==> src/rtl/mixcolumns_iter.sv <==
`default_nettype none
// ============================================================================
// Module   : mixcolumns_iter
// Brief    : Iterative, handshaked AES MixColumns (forward/inverse) that
//            processes COLS_PER_CYCLE columns of a 128-bit state per clock.
// Revision : 1.0 - initial release
// ============================================================================
module mixcolumns_iter #(
    parameter int COLS_PER_CYCLE = 1,
    parameter bit INV_EN         = 1'b1
) (
    input  logic         clk,
    input  logic         rst_n,
    input  logic         in_valid,
    output logic         in_ready,
    input  logic         inv,
    input  logic [127:0] state,
    output logic         out_valid,
    input  logic         out_ready,
    output logic [127:0] out,
    output logic         busy
);

    localparam logic [1:0] c_st_idle = 2'd0;
    localparam logic [1:0] c_st_busy = 2'd1;
    localparam logic [1:0] c_st_done = 2'd2;
    localparam logic [1:0] c_step    = 2'(COLS_PER_CYCLE);
    localparam logic [1:0] c_last    = 2'(4 - COLS_PER_CYCLE);

    if (!(COLS_PER_CYCLE == 1 || COLS_PER_CYCLE == 2 || COLS_PER_CYCLE == 4)) begin : g_bad_cols
        $error("mixcolumns_iter: COLS_PER_CYCLE must be 1, 2 or 4");
    end

    logic [1:0]   r_state;
    logic [1:0]   w_state_nxt;
    logic [127:0] r_work;
    logic [127:0] w_next_work;
    logic         r_inv;
    logic [1:0]   r_cnt;
    logic [1:0]   w_idx     [COLS_PER_CYCLE];
    logic [31:0]  w_col_in  [COLS_PER_CYCLE];
    logic [31:0]  w_col_out [COLS_PER_CYCLE];

    function automatic logic [7:0] xtime(input logic [7:0] b);
        return {b[6:0], 1'b0} ^ (b[7] ? 8'h1b : 8'h00);
    endfunction

    // Both directions share the x2/x4/x8 chain; inverse coefficients are sums of it.
    function automatic logic [31:0] mix_col(input logic [31:0] col, input logic inv_mode);
        logic [7:0]  a  [4];
        logic [7:0]  x2 [4];
        logic [7:0]  x4 [4];
        logic [7:0]  x8 [4];
        logic [7:0]  fwd_b;
        logic [7:0]  inv_b;
        logic [31:0] r;
        r = 32'h0;
        for (int i = 0; i < 4; i++) begin
            a[i]  = col[31-8*i -: 8];
            x2[i] = xtime(a[i]);
            x4[i] = xtime(x2[i]);
            x8[i] = xtime(x4[i]);
        end
        for (int i = 0; i < 4; i++) begin
            fwd_b = x2[i] ^ x2[(i+1)&3] ^ a[(i+1)&3] ^ a[(i+2)&3] ^ a[(i+3)&3];
            inv_b = (x8[i] ^ x4[i] ^ x2[i])
                  ^ (x8[(i+1)&3] ^ x2[(i+1)&3] ^ a[(i+1)&3])
                  ^ (x8[(i+2)&3] ^ x4[(i+2)&3] ^ a[(i+2)&3])
                  ^ (x8[(i+3)&3] ^ a[(i+3)&3]);
            r[31-8*i -: 8] = inv_mode ? inv_b : fwd_b;
        end
        return r;
    endfunction

    function automatic logic [31:0] get_col(input logic [127:0] work, input logic [1:0] idx);
        case (idx)
            2'd0:    return work[127:96];
            2'd1:    return work[95:64];
            2'd2:    return work[63:32];
            default: return work[31:0];
        endcase
    endfunction

    for (genvar j = 0; j < COLS_PER_CYCLE; j++) begin : g_col
        assign w_idx[j]     = r_cnt + 2'(j);
        assign w_col_in[j]  = get_col(r_work, w_idx[j]);
        assign w_col_out[j] = mix_col(w_col_in[j], r_inv);
    end

    always_comb begin
        w_next_work = r_work;
        for (int j = 0; j < COLS_PER_CYCLE; j++) begin
            case (w_idx[j])
                2'd0:    w_next_work[127:96] = w_col_out[j];
                2'd1:    w_next_work[95:64]  = w_col_out[j];
                2'd2:    w_next_work[63:32]  = w_col_out[j];
                default: w_next_work[31:0]   = w_col_out[j];
            endcase
        end
    end

    always_ff @(posedge clk) begin
        if (!rst_n) begin
            r_state <= c_st_idle;
        end else begin
            r_state <= w_state_nxt;
        end
    end

    always_comb begin
        w_state_nxt = r_state;
        case (r_state)
            c_st_idle: if (in_valid)        w_state_nxt = c_st_busy;
            c_st_busy: if (r_cnt == c_last) w_state_nxt = c_st_done;
            c_st_done: if (out_ready)       w_state_nxt = c_st_idle;
            default:                        w_state_nxt = c_st_idle;
        endcase
    end

    always_comb begin
        in_ready  = (r_state == c_st_idle);
        busy      = (r_state == c_st_busy);
        out_valid = (r_state == c_st_done);
    end

    // With the inverse path excluded, mode is pinned to forward at capture.
    always_ff @(posedge clk) begin
        if (!rst_n) begin
            r_work <= 128'h0;
            r_inv  <= 1'b0;
            r_cnt  <= 2'd0;
        end else if (r_state == c_st_idle && in_valid) begin
            r_work <= state;
            r_inv  <= inv && INV_EN;
            r_cnt  <= 2'd0;
        end else if (r_state == c_st_busy) begin
            r_work <= w_next_work;
            r_cnt  <= r_cnt + c_step;
        end
    end

    assign out = r_work;

endmodule
`default_nettype wire

==> config.mk <==
export PLATFORM = sky130hd
export DESIGN_NAME = mixcolumns_iter
export DESIGN_NICKNAME = d
export VERILOG_FILES = /design/src/rtl/mixcolumns_iter.sv
export SDC_FILE = /design/constraint.sdc
export NUM_CORES = 1
export LEC_CHECK = 0
export BUFFER_PORTS_ARGS = -buffer_cell sky130_fd_sc_hd__buf_2
export CORE_AREA = 2 2 125 188
export DETAILED_ROUTE_END_ITERATION = 16
export DIE_AREA = 0 0 127 190
export PLACE_DENSITY_LB_ADDON = 0.05
export SLEW_MARGIN = 15
export SYNTH_ARGS = -nofsm -noshare
export SYNTH_HDL_FRONTEND = slang
export SYNTH_SLANG_ARGS = --single-unit
==> constraint.sdc <==
create_clock -name clk -period 5.6 [get_ports clk]
set_clock_uncertainty 0.2 [all_clocks]
set_input_delay 0.28 -clock clk [delete_from_list [all_inputs] [get_ports clk]]
set_output_delay 0.28 -clock clk [all_outputs]
set_load 0.02 [all_outputs]
==> results of run 1 <==
## layout make-up
class,count,area (sq um)
clock inverter,7,70.1
multi-input combinational,957,6870
timing repair buffer,454,3020
clock buffer,24,492
tap,280,350
sequential,133,2660
inverter,15,56.3
fill,2133,9110
## critical path, delay by kind of cell (launching register included)
family	cells	cell delay [ps]
AO/OA/AOI/OAI	3	1350
XOR/XNOR	3	1020
adder cells (fa/ha/maj)	1	380
buffers and inverters	3	690
flip-flops	1	430
multiplexers	1	530
AND/OR/NAND/NOR	2	180
## synth_stat cells, types with 6 or more instances
| library cell | number |
|---|---|
| a31oi_1 | 8 |
| xnor2_1 | 186 |
| mux2i_1 | 18 |
| xor2_1 | 69 |
| a222oi_1 | 32 |
| clkbuf_1 | 73 |
| a22oi_1 | 47 |
| nor2b_1 | 23 |
| o211a_1 | 11 |
| a21oi_1 | 121 |
| buf_2 | 9 |
| inv_1 | 14 |
| o211ai_1 | 30 |
| dfxtp_1 | 133 |
| a311oi_1 | 7 |
| o21ai_1 | 7 |
| o21ai_0 | 36 |
| xnor3_1 | 31 |
| o221ai_1 | 8 |
| nor2_1 | 86 |
| a211oi_1 | 6 |
| o22ai_1 | 20 |
| nand2_1 | 106 |
| nand3_1 | 48 |
| and2_1 | 9 |
| buf_1 | 13 |
## state kept, by name, indices dropped and copies added (netlist names)
register,flops
out,128
r_cnt,2
r_inv,1
r_state,2
## routing by layer
layer	up-vias	part of all wire (%)	GRT usage (%)
li1	5041	-	-
met1	5394	37	45.9
met2	670	49	65.6
met3	159	6.6	4.89
met4	0	7.0	24.5
met5	-	0	0
## through the flow
| step | hold WS (ps) | instance area (sq um) | power [mW] | instances |
|---|---|---|---|---|
| finish | 15.2 | 13500 | 7.75 | 1870 |
| global route | 12.3 | 13500 | 8.02 | 1870 |
| CTS | 2.65 | 13500 | 7.64 | 1868 |
| detailed placement | 296 | 11800 | 6.46 | 1726 |
| global placement | 300 | 11800 | 6.47 | 1725 |
| floorplan | 212 | 10000 | 4.67 | 1205 |
## worst max path at each step
stage               slack [ps]     start  cells past startpoint        to
finish                     670  r_cnt[0]                     13   out[89]
global route               540  r_cnt[0]                     13   out[57]
CTS                        630  r_cnt[0]                     12   out[58]
detailed placement         650  r_cnt[0]                     12   out[58]
global placement           560  r_cnt[0]                     12  out[121]
floorplan                 1690  r_cnt[0]                     12    out[4]
## kinds of logic (layout without fill, tap and decap cells)
group	Yosys count	after routing
simple gates	293	293
flops	133	133
mux	19	19
compound gates	353	353
fa+ha+maj	5	5
buf+inv	115	500
xor+xnor	287	287
## report_power, final
part	leakage, nW	switching (mW)	internal (mW)
clock	0.276	0.448	0.655
sequential	1.10	0.142	1.06
combinational	4.53	2.97	2.47
==> impl_metrics.csv, run 1 <==
group,metric,value,unit
status,run_status,"finished, final reports clean",
cells_and_area,final_cell_mix,"buf_2 (264), xnor2_1 (186), dfxtp_1 (133), a21oi_1 (121), dlygate4sd3_1 (111)",
routing,antenna_left,0,
sta,hold_viol_final,0,
cts,post_cts_buffers,0,
logic_synthesis,synth_top_area_cell,"dfxtp_1",
hold_path,hp-class,"in2reg",
place,dp_slack,652,ps
sta,rsz0062_at_grt,"false",
logic_synthesis,synth-compound-area-share,23.5,%
logic_synthesis,async_flop_share,0,%
sta,min_period,4930,ps
floorplanning,die_h,190,microns
setup_path,endpoint_kind,"flop",
setup_path,required,5690,ps
floorplanning,pin_count,264,
cts,hold_buffers,111,
grt,grt_pass1_vias,11100,
routing,firstDrtPassIters,8,
setup_path,worstSetupStartpointType,"flop",
logic_synthesis,synth_cell_types,51,
cts,clk_path_buf_depth,2,
cts,clock-sinks,133,
logic_synthesis,ys_top_cells_by_area,"dfxtp_1 (27%), xnor2_1 (16%), xnor3_1 (7.0%), a21oi_1 (6.1%), xor2_1 (6.0%)",
sta,tightest_slew,1140,ps
setup_path,crit_arrival,5030,ps
routing,drc,0,
setup_path,worstReg2RegEnd,"out[89]",
logic_synthesis,yosysSeqAreaShare,26.6,%
grt,grt_use_total,38.6,%
logic_synthesis,syn_area,0.0100,sq mm
cells_and_area,postLayoutCoreUtil,59.8,%
routing,drt_wl_total,47500,microns
logic_synthesis,synth_top_family_by_area,"XOR/XNOR gates",
logic_synthesis,synth_xor_area_share,29.6,%
setup_path,slowest_stage,"a21oi_1",
cts,cts_buffers,17,
floorplanning,row_count,68,
floorplanning,initial_core_util,44.2,%
place,gp_congestion,1.02,
logic_synthesis,synthMuxAreaShare,1.91,%
logic_synthesis,yosys_warnings,0,
grt,grt_start_max_net_pins,67,
logic_synthesis,synth.top_cell.area_share,26.6,%
cts,tritoncts,"yes",
setup_path,reg2reg_from,"r_cnt[0]",
cts,path_clk_slew,60,ps
floorplanning,die_w,127,microns
logic_synthesis,synth_simple_gate_area_share,13.0,%
logic_synthesis,synthAdderAreaFrac,0.626,%
logic_synthesis,synth_ff_type,"dfxtp_1",
logic_synthesis,avgSynthCellArea,8.30,sq um
power_and_ir_drop,ir_drop,0.290,mV
floorplanning,core_area,0.0226,sq mm
power_and_ir_drop,p_per_area,573,mW/mm^2
cells_and_area,synthToLayoutAreaGrowth,35.3,%
setup_path,crit_chain,"inv_1 -> ha_1 -> buf_4 -> a222oi_1 -> buf_2 -> xor2_1 -> a21oi_1 -> xor3_1 -> xnor3_1 -> mux2i_1 -> nor2_1 -> a221oi_1 -> nor2_1",
cts,cts_root_buffer,"clkbuf_16",
setup_path,critPathMaxStageDelay,570,ps
cts,cts_resized,0,
logic_synthesis,ys_seq_elements,133,
setup_path,path_class,"reg2reg",
setup_path,r2r_slack,670,ps
logic_synthesis,syn_nets,1343,
cells_and_area,mostFrequentLayoutCell,"buf_2",
hold_path,holdPathStages,3,
sta,max_slew_margin,23.9,%
sta,final.setup.worst_slack,667,ps
hold_path,hold_end,"out[63]",
cells_and_area,layout-drive-gt1-share,24.2,%
floorplanning,dieArea,0.0241,sq mm
setup_path,cpMostUsedCell,"nor2_1",
place,port_buffers,263,
sta,tns,0,ps
grt,overflow,0,
cells_and_area,fin_nets,1716,
grt,grt_pass1_wl,69400,microns
hold_path,hp-start,"state[63]",
cts,clk-insertion-delay-late,440,ps
routing,wire_per_inst,25.4,microns
sta,period_share,88.1,%
routing,via_per_inst,6.02,
power_and_ir_drop,p_leak,5.90,nW
cts,htree_num_levels,4,
grt,antenna_found_initial,0,
cells_and_area,antenna_cells,0,
flow_run,maxCapViolCount,0,
logic_synthesis,synthCells,1205,
sta,slew_viol_final,0,
sta,clock.fmax,203,MHz
logic_synthesis,synth-edff-count,0,
setup_path,worstPathMaxFanout,18,
routing,drt-initial-drc-count,1203,
setup_path,ff2ff_path_depth,13,
place,dp_hpwl,34900,microns
sta,setup_violations,0,
routing,vias,11300,
No activity file was read; power rests on OpenSTA's default activity.
==> inputs of run 2 (changes only) <==
Settings changed: RECOVER_POWER from default to 100.
==> run 2 against run 1 <==
The flow now finishes with violations (max-capacitance violations, max-slew violations). Sequential power about the same. Maximum frequency is 2.7% lower. Register-to-register slack worse by 140 ps.
==> impl_metrics.csv, run 2 (synthesis results as in run 1) <==
group,metric,value,unit
cts,hold_buffers,111,
cts,cts_resized,0,
flow_run,maxCapViolCount,2,
floorplanning,dieArea,0.0241,sq mm
setup_path,required,5590,ps
cts,post_cts_buffers,0,
routing,via_per_inst,6.03,
sta,final.setup.worst_slack,528,ps
place,port_buffers,263,
place,dp_slack,652,ps
routing,drt_wl_total,47400,microns
setup_path,crit_arrival,5070,ps
cells_and_area,postLayoutCoreUtil,58.6,%
routing,vias,11300,
grt,grt.busiest_layer,"met2",
setup_path,cpMostUsedCell,"nor2_1",
floorplanning,core_area,0.0226,sq mm
grt,grtUsageMet2,65.6,%
routing,drt-initial-drc-count,1345,
sta,tightest_slew,3100,ps
place,gp_congestion,1.02,
sta,max_slew_margin,-107,%
cts,tritoncts,"yes",
sta,setup_violations,0,
power_and_ir_drop,p_per_area,570,mW/mm^2
setup_path,critPathMaxStageDelay,560,ps
grt,grt_start_max_net_pins,67,
cells_and_area,fillerInstances,2242,
cells_and_area,final_cell_mix,"xnor2_1 (186), clkbuf_1 (164), dfxtp_1 (133), buf_2 (132), a21oi_1 (121)",
grt,use_met3,4.89,%
power_and_ir_drop,p_leak,5.29,nW
cells_and_area,largest_reg_flops,128,
setup_path,r2r_slack,530,ps
power_and_ir_drop,ir_drop,0.291,mV
sta,slew_viol_final,124,
sta,tns,0,ps
cts,path_clk_slew,60,ps
setup_path,path_class,"reg2reg",
cells_and_area,synthToLayoutAreaGrowth,32.6,%
floorplanning,pin_count,264,
setup_path,slowest_stage,"a21oi_1",
routing,wire_per_inst,25.3,microns
floorplanning,initial_core_util,44.2,%
cts,clock-sinks,133,
setup_path,worstPathMaxFanout,18,
sta,hold_viol_final,0,
sta,min_period,5070,ps
sta,rsz0062_at_grt,"false",
setup_path,cp_top_family,"compound AO/OA/AOI/OAI gates",
sta,period_share,90.6,%
setup_path,worstSetupStartpointType,"flop",
power_and_ir_drop,power,7.55,mW
routing,drc,0,
cts,htree_num_levels,4,
floorplanning,die_w,127,microns
setup_path,endpoint_kind,"flop",
cts,clk-insertion-delay-late,440,ps
status,run_status,"finished with violations",
setup_path,crit_buf_inv,3,
floorplanning,die_h,190,microns
cells_and_area,antenna_cells,0,
cells_and_area,mostFrequentLayoutCell,"xnor2_1",
grt,grt_pass1_vias,11100,
cts,cts_buffers,17,
setup_path,crit_chain,"inv_1 -> ha_1 -> buf_4 -> a222oi_1 -> clkbuf_1 -> xor2_1 -> a21oi_1 -> xor3_1 -> xnor3_1 -> mux2i_1 -> nor2_1 -> a221oi_1 -> nor2_1",
hold_path,hp-class,"in2reg",
grt,grt_use_total,38.6,%
grt,antenna_found_initial,0,
cts,clk_path_buf_depth,2,
grt,grt_pass1_wl,69400,microns
sta,hold_slack,12.2,ps
floorplanning,row_count,68,
place,dp_hpwl,34900,microns
status,violations,"max-capacitance violations, max-slew violations",
routing,firstDrtPassIters,9,
sta,clock.fmax,197,MHz
grt,overflow,0,
cells_and_area,fin_nets,1716,
routing,antenna_left,0,
grt,grtUsageMet1,45.9,%
cts,cts_root_buffer,"clkbuf_16",
cells_and_area,layout-drive-gt1-share,14.0,%
==> run 2: changes by cell type in the layout (fill, tap and decap cells not counted) <==
cell	delta
o21ai_0	+5
and2_1	-4
clkbuf_2	-1
and2_0	+4
inv_1	+1
clkbuf_1	+161
buf_4	-28
o21ai_1	-5
inv_2	-1
buf_2	-132
==> run 2: worst paths after layout <==
| check | start | cells past startpoint | to |
|---|---|---|---|
| worst min register to register | out[94] | 2 | out[94] |
| worst max-delay path | r_cnt[0] | 13 | out[89] |
| worst max register to register | r_cnt[0] | 13 | out[89] |
| worst min-delay path | state[43] | 3 | out[43] |
==> run 2: per-layer routing <==
metal	wire length, microns	vias up
met3	3550	175
met5	0	-
met4	3500	0
li1	-	5044
met2	23100	711
met1	17200	5352
==> run 2: power by group <==
group | switching, mW | internal (mW)
clock network | 0.450 | 0.655
logic | 2.95 | 2.29
registers | 0.145 | 1.06
==> run 2: tightest hold or removal path: cells and delay by family <==
family | cells | cell delay, ps
AO/OA/AOI/OAI | 1 | 90
buffers and inverters | 1 | 100
AND/OR/NAND/NOR | 1 | 120
==> run 2: final cells by class <==
cell class / instances / area (sq um) / area share, %
clock buffers: 24 / 492 / 3.71
clock inverters: 7 / 70.1 / 0.529
inverters: 15 / 56.3 / 0.425
multi-input cells: 957 / 6870 / 51.8
flip-flops and latches: 133 / 2660 / 20.1
well taps: 280 / 350 / 2.64
repair buffers: 454 / 2750 / 20.8
==> run 2: metrics by stage <==
stage          instance area [sq um]  std cells
6_report                       13300       1870
3_5_place_dp                   11800       1726
5_1_grt                        13300       1870
2_1_floorplan                  10000       1205
3_3_place_gp                   11800       1725
4_1_cts                        13500       1868
==> inputs of run 3 (changes only) <==
Settings changed: ABC_AREA from default to 1, CORE_AREA 2 2 125 188 to 2 2 140 211, DIE_AREA 0 0 127 190 to 0 0 142 213.
==> run 3 against run 2 <==
The run still ends with max-capacitance violations, max-slew violations left. First-iteration DRC count decreased by 1.6%. Setup slack improved by 170 ps. Largest cell class unchanged. Global-route usage increased by 0.54 points. Die area increased by 25%. Non-clock buffer count decreased by 101. Core utilization decreased by 5.1 points. Final cell count increased by 49%. Critical path type unchanged. Combinational power decreased by 11%. Largest power group unchanged. Sequential power about the same.
==> impl_metrics.csv, run 3 <==
group,metric,value,unit
status,run_status,"finished with violations",
status,violations,"max-capacitance violations, max-slew violations",
logic_synthesis,synth-edff-count,0,
cells_and_area,multi_input_area,0.00857,sq mm
floorplanning,pin_count,264,
cells_and_area,largest_reg_flops,128,
logic_synthesis,ys_seq_elements,133,
grt,grt_start_max_net_pins,80,
logic_synthesis,synthMuxAreaShare,0,%
power_and_ir_drop,p_switching,3.87,mW
floorplanning,core_area,0.0284,sq mm
setup_path,endpoint_kind,"flop",
logic_synthesis,synth-compound-area-share,15.9,%
routing,drt_wl_total,60000,microns
setup_path,crit_path_start,"r_cnt[1]",
grt,overflow,0,
cells_and_area,final-seq-area,0.00266,sq mm
cells_and_area,mostFrequentLayoutCell,"nand2_1",
power_and_ir_drop,power,7.09,mW
logic_synthesis,synth_most_common_cell,"nand2_1",
hold_path,holdPathStages,5,
grt,grt_use_total,39.2,%
hold_path,hp-class,"in2reg",
routing,wire_per_inst,21.6,microns
setup_path,crit_arrival,5050,ps
floorplanning,die_w,142,microns
cells_and_area,antenna_cells,0,
cells_and_area,layout-drive-gt1-share,11.9,%
setup_path,reg2reg_from,"r_cnt[1]",
routing,drc,0,
sta,hold_slack,8.39,ps
setup_path,path_class,"reg2reg",
cts,hold_buffers,64,
logic_synthesis,yosys_warnings,0,
sta,tightest_slew,3020,ps
logic_synthesis,synth_top_family_by_area,"simple AND/OR/NAND/NOR gates",
grt,grt_pass1_wl,87300,microns
logic_synthesis,synth_ff_type,"dfxtp_1",
cells_and_area,final_cells,2781,
cts,clk_path_buf_depth,2,
cells_and_area,fillerInstances,3048,
place,port_buffers,263,
cts,clock-sinks,133,
logic_synthesis,synth.top_cell.area_share,24.2,%
place,gp_congestion,1.04,
cts,cts_root_buffer,"clkbuf_16",
cts,cts_resized,0,
routing,vias,15300,
logic_synthesis,avgSynthCellArea,5.91,sq um
logic_synthesis,synth_cell_types,48,
sta,setup_violations,0,
cts,tritoncts,"yes",
grt,use_met3,6.19,%
logic_synthesis,synthCells,2138,
power_and_ir_drop,switching_share,54.6,%
sta,min_period,4900,ps
setup_path,r2r_slack,700,ps
sta,slew_viol_final,80,
setup_path,ff2ff_path_depth,17,
setup_path,worstPathMaxFanout,62,
routing,antenna_left,0,
sta,max_slew_margin,-101,%
grt,grt.busiest_layer,"met2",
power_and_ir_drop,seqPwrFrac,17.2,%
logic_synthesis,synth_top_area_cell,"nand2_1",
routing,via_per_inst,5.49,
cts,path_clk_slew,60,ps
power_and_ir_drop,internal-power,3.22,mW
place,dp_hpwl,46200,microns
grt,grtUsageMet1,44.9,%
grt,antenna_found_initial,0,
power_and_ir_drop,ir_drop,0.260,mV
routing,drt-initial-drc-count,1324,
setup_path,worstReg2RegEnd,"out[65]",
grt,grtUsageMet2,66.2,%
logic_synthesis,synthTopCellsByCount,"nand2_1 (816), inv_1 (226), nand3_1 (167)",
setup_path,worstSetupStartpointType,"flop",
floorplanning,initial_core_util,44.4,%
sta,tns,0,ps
logic_synthesis,synth_xor_area_share,13.9,%
cts,cts_buffers,17,
cells_and_area,fin_nets,2556,
logic_synthesis,ys_top_cells_by_area,"nand2_1 (24%), dfxtp_1 (21%), xor2_1 (9.6%), inv_1 (6.7%), nand3_1 (6.6%)",
setup_path,endpoint,"out[65]",
logic_synthesis,synthAdderAreaFrac,0.495,%
sta,rsz0062_at_grt,"false",
logic_synthesis,synth_simple_gate_area_share,37.7,%
floorplanning,row_count,76,
place,dp.cells,2686,
floorplanning,die_h,213,microns
cts,htree_num_levels,4,
logic_synthesis,yosysSeqAreaShare,21.1,%
sta,hold_viol_final,0,
sta,final.setup.worst_slack,696,ps
power_and_ir_drop,pwr-share-comb,65.5,%
sta,period_share,87.6,%
power_and_ir_drop,pwr-share-clk,17.3,%
routing,firstDrtPassIters,5,
cells_and_area,synthToLayoutAreaGrowth,20.3,%
logic_synthesis,syn_area,0.0126,sq mm
logic_synthesis,syn_nets,2276,
power_and_ir_drop,p_leak,7.63,nW
setup_path,required,5740,ps
sta,clock.fmax,204,MHz
logic_synthesis,async_flop_share,0,%
power_and_ir_drop,p_per_area,467,mW/mm^2
cells_and_area,final_cell_mix,"nand2_1 (823), inv_1 (228), nand3_1 (167), o21ai_0 (151), xor2_1 (141)",
place,dp_slack,1290,ps
cts,post_cts_buffers,0,
floorplanning,dieArea,0.0302,sq mm
flow_run,maxCapViolCount,1,
grt,grt_pass1_vias,14300,
cts,clk-insertion-delay-late,430,ps
## run 3: cell count changes in the layout (fill, tap and decap cells not counted), sizes merged, moves of 23 or more
cell,delta
nand2,+743
inv,+220
xnor2,-147
nand3,+121
o21ai,+120
xor2,+81
a22oi,-47
dlygate4sd3,-47
a222oi,-32
clkbuf,-31
xnor3,-31
o211ai,-30
buf,-27
nor2b,-23
## run 3: power by group through the flow
stage          clock network [mW]  registers, mW  logic [mW]
6_report                     1.22           1.22        4.65
5_1_grt                      1.27           1.23        5.01
4_1_cts                      1.23           1.21        4.61
3_5_place_dp                    0           1.23        4.55
3_3_place_gp                    0           1.24        4.53
2_1_floorplan                   0           1.33        2.93
## run 3: final cells by class
cell class                      count  area share [%]
Tap cell                          351            2.89
Multi-Input combinational cell   1677            56.4
Clock inverter                     11            1.14
Clock buffer                       20            3.07
Timing Repair Buffer              353            13.1
Sequential cell                   133            17.5
Inverter                          236            5.88
## run 3: metal layers
layer	up-vias	share of wire [%]
li1	7258	-
met5	-	0
met1	7077	37
met2	733	48
met4	0	8.2
met3	204	6.8
## run 3: through the flow
stage                     util [%]  area, sq um
after floorplan                  -        12600
after global placement        49.8        14200
after detailed placement      49.8        14200
after CTS                     54.3        15400
after global routing          53.5        15200
final                         53.5        15200
## run 3: how the worst min path moves through the flow
stage                     startpoint  endpoint  slack (ps)
after floorplan             state[0]    out[0]         240
after global placement      r_cnt[1]  r_cnt[1]         310
after detailed placement    r_cnt[1]  r_cnt[1]         340
after CTS                 state[113]  out[113]           1
after global routing      state[109]  out[109]          20
final                      state[25]   out[25]           8
## run 3: critical path, stage by stage (launching register included)
cell     delay, ps
dfxtp_1        410
ha_1           550
inv_6          340
nand2_1        160
nor2_1          80
nor2_4         420
inv_1          320
nand2_1        180
nand2_1        150
nand2_1         90
nand2_1        360
xnor2_1        430
nor2_1          90
nor2_1         190
nor2_1          60
o21ai_0        370
nand2_1        220
a21oi_1        180
## run 3: cell families after synthesis
family          Yosys count
compound gates          345
xor+xnor                189
fa+ha+maj                 5
buf+inv                 328
flops                   133
simple gates           1138
